[config.mk]
export PLATFORM = sky130hd
export DESIGN_NAME = cpu_phase_sequencer_flat
export DESIGN_NICKNAME = d
export VERILOG_FILES = /design/src/rtl/cpu_phase_sequencer_if.sv /design/src/rtl/cpu_phase_sequencer.sv /design/src/flat_wrapper.sv
export SDC_FILE = /design/constraint.sdc
export NUM_CORES = 1
export LEC_CHECK = 0
export BUFFER_PORTS_ARGS = -buffer_cell sky130_fd_sc_hd__clkbuf_2
export CORE_MARGIN = 10
export CORE_UTILIZATION = 45
export DETAILED_ROUTE_END_ITERATION = 16
export PLACE_DENSITY = 0.8
export SYNTH_ARGS = -nofsm -noshare
export SYNTH_HDL_FRONTEND = slang
export SYNTH_SLANG_ARGS = --single-unit
[constraint.sdc]
create_clock -name clk -period 2.6 [get_ports clk]
set_input_delay 0.52 -clock clk [delete_from_list [all_inputs] [get_ports clk]]
set_output_delay 0.52 -clock clk [all_outputs]
set_load 0.02 [all_outputs]
[src/rtl/cpu_phase_sequencer_if.sv]
// cpu_phase_sequencer_if: decoder/bus-facing signal bundle for the phase sequencer.
// The master side is the decoder/bus side; the sequencer connects through the slave modport.
interface cpu_phase_sequencer_if #(
    parameter int unsigned CNT_W = 32
);
    logic             stall;
    logic             waitrequest;
    logic [1:0]       instr_class;
    logic             instr_link;
    logic             halt_req;
    logic [2:0]       state;
    logic             active;
    logic             instr_done;
    logic             wait_error;
    logic [CNT_W-1:0] instr_count;
    logic [CNT_W-1:0] stall_count;

    modport master (
        output stall, waitrequest, instr_class, instr_link, halt_req,
        input  state, active, instr_done, wait_error, instr_count, stall_count
    );

    modport slave (
        input  stall, waitrequest, instr_class, instr_link, halt_req,
        output state, active, instr_done, wait_error, instr_count, stall_count
    );
endinterface

[src/rtl/cpu_phase_sequencer.sv]
// cpu_phase_sequencer: per-instruction multi-cycle phase control for the Avalon MIPS CPU.
// Holds FETCH/MEMORY_ACCESS on waitrequest with a watchdog, supports clean halt.
// Optional feature macro: SEQ_PERF_CNT_EN builds the retired-instruction and stall counters;
// without it both counter outputs are tied to zero.
module cpu_phase_sequencer #(
    parameter int unsigned WAIT_LIMIT = 16,
    parameter int unsigned WAIT_W     = 8,
    parameter int unsigned CNT_W      = 32
) (
    input  logic                  clk,
    input  logic                  reset,
    cpu_phase_sequencer_if.slave  bus
);

    typedef enum logic [2:0] {
        ST_FETCH   = 3'd0,
        ST_DECODE  = 3'd1,
        ST_EXECUTE = 3'd2,
        ST_MEMORY  = 3'd3,
        ST_WRITEBK = 3'd4,
        ST_HALTED  = 3'd5
    } state_e;

    localparam logic [1:0] CLS_ALU   = 2'd0;
    localparam logic [1:0] CLS_LOAD  = 2'd1;
    localparam logic [1:0] CLS_STORE = 2'd2;

    // Last tolerated wait count before the watchdog fires.
    localparam logic [WAIT_W-1:0] WAIT_LAST =
        WAIT_W'((WAIT_LIMIT == 32'd0) ? 32'd0 : WAIT_LIMIT - 32'd1);

    state_e            state_q, state_d;
    logic [1:0]        cls_q, cls_d;
    logic              lnk_q, lnk_d;
    logic [WAIT_W-1:0] wait_cnt_q, wait_cnt_d;
    logic              active_q, active_d;
    logic              done_q, done_d;
    logic              err_q, err_d;
    logic              retire_c;
    logic              bus_phase_c;

    assign bus_phase_c = (state_q == ST_FETCH) || (state_q == ST_MEMORY);

    // Next-state, watchdog and retirement decode in priority order.
    always_comb begin
        state_d    = state_q;
        cls_d      = cls_q;
        lnk_d      = lnk_q;
        wait_cnt_d = '0;
        err_d      = err_q;
        done_d     = 1'b0;
        retire_c   = 1'b0;

        if (state_q == ST_HALTED) begin
            state_d = ST_HALTED;
        end else if (bus.stall) begin
            wait_cnt_d = wait_cnt_q;
        end else if (bus_phase_c && bus.waitrequest) begin
            if ((WAIT_LIMIT != 32'd0) && (wait_cnt_q == WAIT_LAST)) begin
                state_d = ST_HALTED;
                err_d   = 1'b1;
            end else begin
                wait_cnt_d = wait_cnt_q + WAIT_W'(1);
            end
        end else begin
            case (state_q)
                ST_FETCH:   state_d = ST_DECODE;
                ST_DECODE: begin
                    state_d = ST_EXECUTE;
                    cls_d   = bus.instr_class;
                    lnk_d   = bus.instr_link;
                end
                ST_EXECUTE: begin
                    if ((cls_q == CLS_LOAD) || (cls_q == CLS_STORE)) begin
                        state_d = ST_MEMORY;
                    end else if ((cls_q == CLS_ALU) || lnk_q) begin
                        state_d = ST_WRITEBK;
                    end else begin
                        retire_c = 1'b1;
                    end
                end
                ST_MEMORY: begin
                    if (cls_q == CLS_LOAD) begin
                        state_d = ST_WRITEBK;
                    end else begin
                        retire_c = 1'b1;
                    end
                end
                ST_WRITEBK: retire_c = 1'b1;
                default:    state_d = ST_FETCH;
            endcase

            if (retire_c) begin
                state_d = bus.halt_req ? ST_HALTED : ST_FETCH;
                done_d  = 1'b1;
            end
        end

        active_d = (state_d != ST_HALTED);
    end

    // Sequencer state and registered status outputs.
    always_ff @(posedge clk or posedge reset) begin
        if (reset) begin
            state_q    <= ST_FETCH;
            cls_q      <= 2'd0;
            lnk_q      <= 1'b0;
            wait_cnt_q <= '0;
            active_q   <= 1'b1;
            done_q     <= 1'b0;
            err_q      <= 1'b0;
        end else begin
            state_q    <= state_d;
            cls_q      <= cls_d;
            lnk_q      <= lnk_d;
            wait_cnt_q <= wait_cnt_d;
            active_q   <= active_d;
            done_q     <= done_d;
            err_q      <= err_d;
        end
    end

    assign bus.state      = state_q;
    assign bus.active     = active_q;
    assign bus.instr_done = done_q;
    assign bus.wait_error = err_q;

`ifdef SEQ_PERF_CNT_EN
    logic [CNT_W-1:0] instr_cnt_q;
    logic [CNT_W-1:0] stall_cnt_q;
    logic             stall_inc_c;

    assign stall_inc_c = (state_q != ST_HALTED) &&
                         (bus.stall || (bus_phase_c && bus.waitrequest));

    // Retirement and stall/wait cycle counters, wrapping naturally.
    always_ff @(posedge clk or posedge reset) begin
        if (reset) begin
            instr_cnt_q <= '0;
            stall_cnt_q <= '0;
        end else begin
            if (retire_c) begin
                instr_cnt_q <= instr_cnt_q + CNT_W'(1);
            end
            if (stall_inc_c) begin
                stall_cnt_q <= stall_cnt_q + CNT_W'(1);
            end
        end
    end

    assign bus.instr_count = instr_cnt_q;
    assign bus.stall_count = stall_cnt_q;
`else
    assign bus.instr_count = '0;
    assign bus.stall_count = '0;
`endif

endmodule

[src/flat_wrapper.sv]
// flat-port wrapper written by rule: the top's interface ports become plain ports
module cpu_phase_sequencer_flat 
#(
    parameter int unsigned WAIT_LIMIT = 16,
    parameter int unsigned WAIT_W     = 8,
    parameter int unsigned CNT_W      = 32
)
  (clk, reset, bus_stall, bus_waitrequest, bus_instr_class, bus_instr_link, bus_halt_req, bus_state, bus_active, bus_instr_done, bus_wait_error, bus_instr_count, bus_stall_count);
  cpu_phase_sequencer_if #(.CNT_W(CNT_W)) bus_i ();
  input  logic clk;
  input  logic reset;
  input wire logic [$bits(bus_i.stall)-1:0] bus_stall;
  input wire logic [$bits(bus_i.waitrequest)-1:0] bus_waitrequest;
  input wire logic [$bits(bus_i.instr_class)-1:0] bus_instr_class;
  input wire logic [$bits(bus_i.instr_link)-1:0] bus_instr_link;
  input wire logic [$bits(bus_i.halt_req)-1:0] bus_halt_req;
  output wire logic [$bits(bus_i.state)-1:0] bus_state;
  output wire logic [$bits(bus_i.active)-1:0] bus_active;
  output wire logic [$bits(bus_i.instr_done)-1:0] bus_instr_done;
  output wire logic [$bits(bus_i.wait_error)-1:0] bus_wait_error;
  output wire logic [$bits(bus_i.instr_count)-1:0] bus_instr_count;
  output wire logic [$bits(bus_i.stall_count)-1:0] bus_stall_count;
  assign bus_i.stall = bus_stall;
  assign bus_i.waitrequest = bus_waitrequest;
  assign bus_i.instr_class = bus_instr_class;
  assign bus_i.instr_link = bus_instr_link;
  assign bus_i.halt_req = bus_halt_req;
  assign bus_state = bus_i.state;
  assign bus_active = bus_i.active;
  assign bus_instr_done = bus_i.instr_done;
  assign bus_wait_error = bus_i.wait_error;
  assign bus_instr_count = bus_i.instr_count;
  assign bus_stall_count = bus_i.stall_count;
  cpu_phase_sequencer #(.WAIT_LIMIT(WAIT_LIMIT), .WAIT_W(WAIT_W), .CNT_W(CNT_W)) u_core (.clk(clk), .reset(reset), .bus(bus_i));
endmodule
# Yosys cells after proc, flatten, opt, wreduce, memory -nomap -nowiden
# Index checks and enable logic that the tools add are counted.
dict set report word_totals {
  in_bits 8
  wordCells 54
  out_inout_bits 70
  regBits 17
}
dict set report op_classes {
  n_mux 25
  n_eq_ne 10
  n_addsub 1
  n_bitwise 3
  reduce_logical 8
}
# operator n
set op_table {}
lappend op_table {{8-bit two-way mux} 4}
lappend op_table {{3-bit two-way mux} 9}
lappend op_table {{3-bit one-hot mux with 5 select lines} 1}
lappend op_table {{1-bit two-way mux} 10}
lappend op_table {{8-bit by 1-bit adder with 8-bit output, second input constant} 1}
lappend op_table {{8-bit by 4-bit equality test with 1-bit output, second input constant} 1}
lappend op_table {{4-bit AND reduction} 2}
lappend op_table {{3-bit by 2-bit equality test with 1-bit output, second input constant} 2}
lappend op_table {{3-bit equality test, second input constant} 2}
lappend op_table {{3-bit by 1-bit equality test with 1-bit output, second input constant} 1}
lappend op_table {{3-bit zero test} 1}
lappend op_table {{1-bit logical OR} 3}
lappend op_table {{3-bit != test, second input constant} 1}
lappend op_table {{1-bit NOT} 3}
lappend op_table {{1-bit one-hot mux with 3 select lines} 1}
lappend op_table {{2-bit by 1-bit equality test with 1-bit output, second input constant} 1}
lappend op_table {{2-bit equality test, second input constant} 1}
lappend op_table {{2-bit zero test} 1}
lappend op_table {{2-bit by 1-bit != test with 1-bit output, second input constant} 1}
lappend op_table {{1-bit logical AND} 1}

# Longest topological paths before layout
dict set report logic_depth {
  depth_word 13
  depth_mapped 7
  mapped_depth_nobuf 7
}

# Worst setup path before layout
# No wires, ideal clock.
dict set report synth_timing {
  path_kind {reg2reg}
  from {register u_core.cls_q[0]}
  to {register u_core.active_q, in the netlist u_core.bus.active}
  t_arrival_ps 1781
  path_buffers 0
  path_slack_ps 738
  setup_time_ps 82
  t_required_ps 2518
  period_less_slack_ps 1862
  path_stages_with_launch 8
  path_cell_list {dfrtp_1 -> inv_1 -> ha_1 -> nor4_1 -> o2111ai_1 -> a311oi_2 -> o22ai_1 -> a211o_1}
}
dict set report synth_via {
  elab_chain_len 13
  elab_cells_between_ends 21
  cone_classes {3 x eq/ne; 15 x mux; 3 x reduce/logical}
}
# item line
set synth_rtl {}
lappend synth_rtl {{start: declaration} cpu_phase_sequencer.sv:33} ;# logic [1:0] cls_q, cls_d;
lappend synth_rtl {{start signal: assignment} cpu_phase_sequencer.sv:114} ;# cls_q <= cls_d;
lappend synth_rtl {{2-bit zero test} cpu_phase_sequencer.sv:76} ;# end else if ((cls_q == CLS_ALU) || lnk_q) begin
lappend synth_rtl {{1-bit logical OR} cpu_phase_sequencer.sv:76}
lappend synth_rtl {{1-bit two-way mux} cpu_phase_sequencer.sv:76}
lappend synth_rtl {{1-bit two-way mux} cpu_phase_sequencer.sv:74} ;# if ((cls_q == CLS_LOAD) || (cls_q == CLS_STORE)) begin
lappend synth_rtl {{1-bit one-hot mux with 3 select lines} cpu_phase_sequencer.sv:66} ;# case (state_q)
lappend synth_rtl {{1-bit two-way mux} cpu_phase_sequencer.sv:58} ;# end else if (bus_phase_c && bus.waitrequest) begin
lappend synth_rtl {{1-bit two-way mux} cpu_phase_sequencer.sv:56} ;# end else if (bus.stall) begin
lappend synth_rtl {{1-bit two-way mux} cpu_phase_sequencer.sv:54} ;# if (state_q == ST_HALTED) begin
lappend synth_rtl {{3-bit two-way mux (*)} cpu_phase_sequencer.sv:93} ;# if (retire_c) begin
lappend synth_rtl {{3-bit two-way mux (*)} cpu_phase_sequencer.sv:58}
lappend synth_rtl {{3-bit two-way mux (*)} cpu_phase_sequencer.sv:56}
lappend synth_rtl {{3-bit two-way mux (*)} cpu_phase_sequencer.sv:54}
lappend synth_rtl {{3-bit != test (*)} cpu_phase_sequencer.sv:99} ;# active_d = (state_d != ST_HALTED);
lappend synth_rtl {{via u_core.active_d} cpu_phase_sequencer.sv:36} ;# logic active_q, active_d;
lappend synth_rtl {{end signal: assignment} cpu_phase_sequencer.sv:117} ;# active_q <= active_d;
lappend synth_rtl {{end: declaration} cpu_phase_sequencer.sv:36}
# Mark *: on every way through the listed nets, which the timed path passes. The rest lies on a longest branch. The select of a mux whose other input is x is not followed.
# A chain may end at the register's enable or synchronous reset.

# Final worst setup path
# Ends and elaborated chain as after synthesis.

==> impl.org <==
** Worst setup path
- The critical path starts at u_core.cls_q[0].
- Type of the setup path with the least slack :: reg2reg
- Critical R2R Launch :: u_core.cls_q[0]
- Data required time of the critical path :: ~2.8 ns
- Crit path max fanout :: 4
- Data arrival time at the worst-slack endpoint :: 2.37 ns
- Kind of end point of the critical path :: flop
- The worst setup path is launched from a flop.

** CTS
- Clk sink count :: 17
- CTS placed an instance of sky130_fd_sc_hd__clkbuf_4 at the clock tree root.
- TritonCTS clock tree :: built
- The clock reaches the later pin of the worst-skew pair after 0.29 ns.
- After clock tree synthesis, the flow added hold-fix buffers numbering 0.
- Gates resized during post-CTS repair numbered 0.
- Clock buffers created by TritonCTS :: 3
- Total setup buffers inserted after CTS :: 0
- Max clock buf depth :: 2
- In this run the number of H-tree levels came out at 1.
- CTS clk-pin slew, worst paths :: around 0.10 ns

** Floorplanning
- Core area :: 0.003103 mm²
- Pin placement for this block handled 78 I/O pins.
- Starting density of the core :: 0.4774
- The die covers around 0.006 mm².
- Die Height :: a little under 80 µm
- From left edge to right edge, the die measures slightly below 80 µm.
- Row count :: 20

** Detailed routing
- The first detailed-routing pass took 4 iterations.
- Total wire length after detailed routing :: about 2800 µm
- Initial DRC count :: 38
- Antenna-violating nets left :: 0
- For this run, design rule violations remaining after detail routing come to 0.
- Via Count :: around 1000
- Detailed-route wire length per cell :: 12.20 µm
- Routed vias/inst :: between 4 and 5

** Logic synthesis
- Among all flip-flop cells after synthesis, the most frequent one is sky130_fd_sc_hd__dfrtp_1.
- Yosys printed 0 warnings.
- Flip-flop and latch count after synthesis :: 17
- Averaged over all synthesized cells, the footprint is approximately 8.6 µm².
- Sequential area share after synthesis :: 0.2880
- After synthesis, the netlist uses 43 different library cells.
- Number of enable flip-flop cells after synthesis :: 0
- Synth async-reset ratio :: 1.000
- Instance count of the mapped netlist :: about 170
- Post-synth design cell area :: between 0.001 and 0.0015 mm²

** Cells and area
- Number of nets in the layout :: 197
- Area overhead of the layout relative to synthesis :: -7.348%
- In the final layout, the share of cells above drive strength 1 is 0.1297.
- The number of antenna diodes in the final layout is 0.

** Timing
- On the final layout, the worst clock skew is a little under 0.004 ns.
- Achievable clock frequency :: approximately 0.46 GHz
- Final-layout worst hold slack :: ~0.27 ns
- Post-layout minimum cycle time :: 2.153 ns
- In this run the tightest slew margin relative to its limit is 0.5783.
- The final count of hold timing violations came to 0.
- Share of the clock period used by the worst path after layout :: 0.8280
- For the pin with the worst max-slew slack, the measured transition is 0.6319 ns.
- The final max-slew violation count was 0.
- Setup repair after global routing missed its margin :: false
- Final count of negative-setup-slack endpoints :: 0
- In the final timing run, aggregate negative setup slack is 0 ns.

** Pwr
- Max rail drop VDD :: 399.5 µV
- Cell Pwr Density :: roughly 840 mW/mm²
- For this design the static power due to leakage is 0.7309 nW.

** Job
- Across the run, the number of max-cap violations was 0.

** GRT
- For this run, the total global-route usage over all layers was measured as 0.08562.
- The number of global-route vias before repair was about 1000.
- Wire length of the first global-routing pass :: ~4400 µm
- met2 is the most crowded layer.
- Entering global routing, the biggest net connects 18 pins.
- After global routing the overflow that remains totals 0.
- For met3 alone, demand over resource in global routing was 0.03917.
- The initial antenna violation count was 0.
- For this run, global-route usage on met2 was measured as 0.1304.
- Met1 usage in global routing :: 0.1029

** Place
- Number of port buffers :: 13
- Routability-driven placement finished with a final weighted congestion of about 0.84.
- After legalization and detailed placement, the total HPWL measured roughly 2400 µm.

** Outcome
- Outcome :: finished clean

** Worst hold path
- Path class of the lowest-slack min-delay path :: in2async
[critical path: stages (launching register included)]
cell and delay (ns):
sky130_fd_sc_hd__dfrtp_1 0.36, sky130_fd_sc_hd__inv_1 0.05, sky130_fd_sc_hd__ha_1 0.33, sky130_fd_sc_hd__nor4_1 0.32, sky130_fd_sc_hd__o2111ai_1 0.24, sky130_fd_sc_hd__a311oi_2 0.31
sky130_fd_sc_hd__o22ai_1 0.16, sky130_fd_sc_hd__a211o_1 0.31
[per-stage QoR]
stage / worst slack, ns / power (mW) / instances / area, µm² / util
2_1_floorplan: 0.7375 / 0.9714 / 235 / 1718 / -
3_3_place_gp: 0.4882 / 1.002 / 225 / 1345 / 0.4335
3_5_place_dp: 0.5016 / 1.012 / 225 / 1345 / 0.4335
4_1_cts: 0.4484 / 1.156 / 229 / 1373 / 0.4423
5_1_grt: 0.2967 / 1.257 / 229 / 1373 / 0.4423
6_report: 0.4472 / 1.155 / 229 / 1373 / 0.4423
[where the power goes]
part	leakage, nW	switching, mW	total, mW	internal, mW
sequential	0.222	0.100	0.435	0.335
combinational	0.491	0.370	0.581	0.211
clock	0.0177	0.0818	0.139	0.0572
total	0.731	0.551	1.15	0.603
[Yosys cell counts (all sizes together) (3+ instances only)]
master	count	share of area
nand2b	3	0.013
ha	3	0.025
nand2	8	0.020
nor2	10	0.025
nor2b	3	0.013
nand3	3	0.010
o21ai	12	0.041
o21bai	3	0.015
inv	7	0.018
and3	3	0.013
dfrtp	16	0.27
buf	65	0.33
[routing by layer]
layer,vias up,share of wire
met1,433,0.43
met4,0,0.014
met3,2,0.10
li1,486,-
met5,-,0
met2,55,0.45
[layout by cell type (no fill, tap or decap), types with 2 or more instances in the layout]
| cell | count |
|---|---|
| sky130_fd_sc_hd__nor2b_1 | 3 |
| sky130_fd_sc_hd__clkbuf_2 | 13 |
| sky130_fd_sc_hd__and3_1 | 3 |
| sky130_fd_sc_hd__conb_1 | 64 |
| sky130_fd_sc_hd__nand2b_1 | 3 |
| sky130_fd_sc_hd__o21ai_0 | 11 |
| sky130_fd_sc_hd__nand3_1 | 3 |
| sky130_fd_sc_hd__clkbuf_4 | 3 |
| sky130_fd_sc_hd__o2bb2ai_1 | 2 |
| sky130_fd_sc_hd__mux2_2 | 2 |
| sky130_fd_sc_hd__inv_1 | 7 |
| sky130_fd_sc_hd__nor3b_1 | 2 |
| sky130_fd_sc_hd__o21bai_1 | 3 |
| sky130_fd_sc_hd__o31ai_1 | 2 |
| sky130_fd_sc_hd__nor2_1 | 10 |
| sky130_fd_sc_hd__nand2_1 | 8 |
| sky130_fd_sc_hd__a21oi_1 | 2 |
| sky130_fd_sc_hd__ha_1 | 3 |
| sky130_fd_sc_hd__a22oi_1 | 2 |
| sky130_fd_sc_hd__dfrtp_1 | 16 |
[worst paths after layout]
check	slack [ns]	depth (start not counted)	endpoint
setup / recovery	0.45	7	u_core.bus.active
hold / removal	0.27	2	u_core.bus.wait_error
setup reg to reg	0.45	7	u_core.bus.active
hold reg to reg	0.50	1	u_core.bus.wait_error
max in group asynchronous	1.92	2	u_core.bus.state[1]
min in group clk	0.43	3	u_core.cls_q[0]
[sequential cells by signal, summed over array words and instances, names as in the netlist]
signal                 count
u_core.wait_cnt_q          8
u_core.bus.state           3
u_core.cls_q               2
u_core.bus.active          1
u_core.bus.instr_done      1
u_core.bus.wait_error      1
u_core.lnk_q               1
[layout make-up]
class	count	area (µm²)
inverters	7	26.28
clock inverters	1	5.005
clock buffers	3	22.52
multi-input cells	144	772.0
repair buffers	13	65.06
fillers	331	1730
well taps	44	55.05
flip-flops and latches	17	426.7
[logic make-up (layout without fill, tap and decap cells)]
kind of cell | Yosys count | count (layout) | share of synthesized area
fa+ha+maj | 3 | 3 | 0.02534
compound gates | 34 | 34 | 0.1622
flops | 17 | 17 | 0.2880
simple gates | 39 | 39 | 0.1444
xor+xnor | 2 | 2 | 0.01183
other cells | 1 | 64 | 0.002531
buf+inv | 74 | 24 | 0.3505
mux | 2 | 2 | 0.01520
No activity file was read; power rests on OpenSTA's default activity.
